## config.mk

```make
export PLATFORM = sky130hd
export DESIGN_NAME = dendy_mem_arbiter
export DESIGN_NICKNAME = d
export VERILOG_FILES = /design/src/rtl/dendy_mem_arbiter.sv
export SDC_FILE = /design/constraint.sdc
export NUM_CORES = 1
export LEC_CHECK = 0
export ABC_AREA = 1
export CORE_MARGIN = 2
export CORE_UTILIZATION = 43
export DETAILED_ROUTE_END_ITERATION = 6
export PLACE_DENSITY = 0.95
export SYNTH_ARGS = -nofsm -noshare
export SYNTH_HDL_FRONTEND = slang
export SYNTH_SLANG_ARGS = --single-unit
```

## constraint.sdc

```tcl
create_clock -name clock -period 5 [get_ports clock]
set_input_delay 1 -clock clock [delete_from_list [all_inputs] [get_ports clock]]
set_output_delay 1 -clock clock [all_outputs]
set_load 0.02 [all_outputs]
```

## src/rtl/dendy_mem_arbiter.sv

```systemverilog
// N-channel arbiter onto one single-port sync RAM: grant and RAM drive in the request cycle, rvalid one cycle later.
// Backpressure: a requester holds req/addr until it sees gnt; lock keeps the grant on a bursting channel.
module dendy_mem_arbiter #(
  parameter int CHANNELS = 4,
  parameter int AW       = 16,
  parameter int DW       = 8,
  parameter int MODE     = 0
) (
  input  logic                   clock,
  input  logic                   reset,
  input  logic [CHANNELS-1:0]    req,
  input  logic [CHANNELS-1:0]    we,
  input  logic [CHANNELS-1:0]    lock,
  input  logic [CHANNELS*AW-1:0] addr,
  input  logic [CHANNELS*DW-1:0] wdata,
  output logic [CHANNELS-1:0]    gnt,
  output logic [CHANNELS-1:0]    rvalid,
  output logic [DW-1:0]          rdata,
  output logic [AW-1:0]          mem_a,
  output logic [DW-1:0]          mem_d,
  output logic                   mem_w,
  input  logic [DW-1:0]          mem_q
);

  localparam int IW = $clog2(CHANNELS);

  logic [IW-1:0]       last;
  logic [IW-1:0]       lock_own;
  logic                lock_vld;
  logic [IW-1:0]       win;
  logic                any;
  logic [CHANNELS-1:0] req_g;
  logic [AW-1:0]       a_hold;
  logic [DW-1:0]       d_hold;
  logic [CHANNELS-1:0] rvalid_q;

  always_comb begin
    int c;
    c     = 0;
    req_g = reset ? '0 : req;
    win   = '0;
    any   = 1'b0;
    if (lock_vld && req_g[lock_own]) begin
      win = lock_own;
      any = 1'b1;
    end else if (MODE == 1) begin
      for (int i = CHANNELS - 1; i >= 0; i--) begin
        if (req_g[IW'(i)]) begin
          win = IW'(i);
          any = 1'b1;
        end
      end
    end else begin
      // Scan backwards so the nearest channel after last is assigned last and wins.
      for (int k = CHANNELS; k >= 1; k--) begin
        c = int'(last) + k;
        if (c >= CHANNELS) c = c - CHANNELS;
        if (req_g[IW'(c)]) begin
          win = IW'(c);
          any = 1'b1;
        end
      end
    end
  end

  always_comb begin
    gnt = '0;
    if (any) gnt[win] = 1'b1;
    mem_w = any & we[win];
    if (reset) begin
      mem_a = '0;
      mem_d = '0;
    end else if (any) begin
      mem_a = addr[int'(win)*AW +: AW];
      mem_d = wdata[int'(win)*DW +: DW];
    end else begin
      mem_a = a_hold;
      mem_d = d_hold;
    end
    // Gating with reset kills a read that was in flight when reset rose.
    rvalid = reset ? '0 : rvalid_q;
    rdata  = (|rvalid) ? mem_q : '0;
  end

  always_ff @(posedge clock) begin
    if (reset) begin
      last     <= IW'(CHANNELS - 1);
      lock_vld <= 1'b0;
      lock_own <= '0;
      a_hold   <= '0;
      d_hold   <= '0;
      rvalid_q <= '0;
    end else begin
      if (any) begin
        a_hold <= mem_a;
        d_hold <= mem_d;
        if (MODE == 0) last <= win;
      end
      lock_vld <= any & lock[win];
      lock_own <= win;
      rvalid_q <= '0;
      if (any && !we[win]) rvalid_q[win] <= 1'b1;
    end
  end

endmodule

```

==> results of run 1 <==
-- final cells by class --
cell class / instances / area share, %
Tap cell: 80 / 2.14
Inverter: 107 / 8.69
Clock buffer: 5 / 1.47
Clock inverter: 2 / 0.749
Sequential cell: 33 / 14.1
Multi-Input combinational cell: 380 / 36.5
Timing Repair Buffer: 170 / 36.3
-- flip-flops by register name, summed over array words and instances, names as in the netlist --
signal    count
d_hold        8
lock_vld      1
rvalid_q      4
lock_own      2
last          2
a_hold       16
-- routing by layer --
metal	global-route usage, %	vias up	part of all wire [%]
li1	-	1962	-
met1	26.0	1695	38
met2	44.6	146	53
met3	3.79	18	6.8
met4	7.39	0	2.0
met5	0	-	0
-- cell usage after synthesis, drive strengths merged (3+ instances only) --
cell type | n | share of area, %
nand2 | 211 | 27
inv | 107 | 14
a21oi | 50 | 8.4
nand3 | 39 | 6.8
dfxtp | 33 | 22
o21ai | 26 | 4.4
nand3b | 24 | 6.1
nor2 | 23 | 3.1
buf | 20 | 4.7
clkbuf | 15 | 1.9
nand4 | 3 | 0.63
-- metrics by stage --
step	setup slack, ns	cell area (um^2)	power [mW]	utilization [%]
5_1_grt	0.0729	4680	3.42	69.6
6_report	0.309	4680	3.12	69.6
2_1_floorplan	1.34	2960	2.15	-
3_5_place_dp	0.0424	4570	2.88	68.0
4_1_cts	0.0271	4670	3.12	69.5
3_3_place_gp	0.242	4570	2.79	68.0
-- final timing paths --
kind	depth (start not counted)	slack [ns]	from	end
worst max-delay path	19	0.31	req[2]	mem_a[2]
worst min-delay path	2	0.56	a_hold[0]	a_hold[0]
worst max register to register	16	2.72	last[0]	lock_vld
worst min register to register	2	0.56	a_hold[0]	a_hold[0]
-- power groups by stage --
stage          clock network, mW  logic [mW]  registers, mW
6_report                   0.235        2.46          0.423
2_1_floorplan                  0        1.74          0.408
3_5_place_dp                   0        2.45          0.427
4_1_cts                    0.240        2.46          0.423
3_3_place_gp                   0        2.36          0.423
5_1_grt                    0.253        2.73          0.434
-- critical path, stage by stage --
cell	delay (ns)
clkdlybuf4s50_1	0.49
inv_1	0.04
nor2_1	0.11
nand2_1	0.07
nand2_1	0.11
nand2_1	0.07
nand2_1	0.08
nand2_1	0.08
nand2_1	0.07
nand2_1	0.06
nand3_2	0.10
nand2_2	0.08
buf_4	0.24
nand2_1	0.09
nand2_1	0.06
nand2_1	0.06
nand2_1	0.07
a21oi_1	0.15
clkdlybuf4s50_1	0.64
-- kinds of logic after synthesis --
logic type                Yosys count  synth area share [%]
AOI/OAI and AO/OA                  77                  13.1
xor gates and xnor gates            1                 0.549
buffers and inverters             142                  20.3
DFF                                33                  22.3
and+or+nand+nor                   302                  43.8
==> impl_metrics.toml, run 1 <==
[run_status]
status = "finished clean"

[cells_and_area]
area_delta_synth_final_pct = 57.9
n_fill_cell = 569
mostFrequentLayoutCells = "nand2_1, clkdlybuf4s50_1, inv_1"
drive_gt1_share_pct = 4.88
final_common_cell = "nand2_1"
antenna_cells = 0
nets = 815
finalNonFillerCells = 777
multiInputGateArea_mm2 = 0.00171
regArea_um2 = 661

[logic_synthesis]
synth_ff_type = "dfxtp_1"
async_reset_ff_share_pct = 0
synth-seq-cells = 33
yosysWarnings = 0
synth_edf_count = 0
seq_area_frac_synth_pct = 22.3
netlist_area_mm2 = 0.00296
synth.distinct_cells = 23
syn_area_per_cell_um2 = 5.34
synth_cells = 555
syn-num-nets = 673

[timing]
rsz0062_at_grt = "no"
setup_tns_ns = 0
fin_crit_sh_pct = 93.8
tightestPinTransition_ns = 0.382
clock.fmax_mhz = 213
hold_violations = 0
clock-skew-final_ns = 0.00401
whs_ns = 0.556
setup_viol = 0
max-slew-margin-rel_pct = 74.5
period_needed_ns = 4.69
finalMaxSlewViolations = 0

[drt]
drc_errors = 0
via_per_inst = 4.92
drtPass1Iterations = 5
wl_um = 9240
ant_nets = 0
drt_iter0_drc = 167
num_vias = 3821
routedWlPerCell_um = 11.9

[cts]
clkTransAtPathRegs_ns = 0.07
hold_buffers = 0
cts_tree = "done"
clock_path_buffers = 2
cts_setup_buffers = 0
clkSinkCount = 33
clock-root-buffer = "clkbuf_8"
h-tree-depth = 2
cts.repair.resized = 0
clock_latency_ns = 0.27
numCtsBuffers = 5

[global_route]
track_usage_pct = 23.3
grt_pass1_vias = 3507
antenna_found_initial = 0
grt_overflow_total = 0
grt_pass1_wl_um = 14600
grt_max_degree = 60

[power_and_ir_drop]
p_clk_share_pct = 7.5
power_switching_mw = 1.65
p_sw_share_pct = 52.7
vdd_drop_max_v = 0.000430
pwr_density_cell_mw_per_mm2 = 668
power_frac_seq_pct = 13.5
power.internal_mw = 1.48
comb_power_share_pct = 78.9
leakagePower_nw = 2.52

[placement]
io_buffers = 158
place_inst = 770
dp_hpwl_um = 7260
gp_congestion = 0.865

[critical_path]
cp_max_fo = 29
arrival_ns = 3.69
required_ns = 4.00
start_kind = "input port"
critPathKind = "input port to output port"
endpoint_kind = "output port"

[floorplan]
die_y_um = 87.0
core-area_mm2 = 0.00672
core.rowCount = 30
pin_count = 159
initial_core_util_pct = 44.1
die_area_mm2 = 0.00757
dieWidth_um = 87.0

[job]
maxCapViolations = 0

[min_path]
hold_class = "flip-flop to flip-flop"
No activity file was read; power rests on OpenSTA's default activity.
==> run 2: changes to the inputs <==
Settings changed: CAP_MARGIN from default to 10.
==> results of run 2 <==
Same layout as run 1: the final DEF is identical, and so are final timing and power.
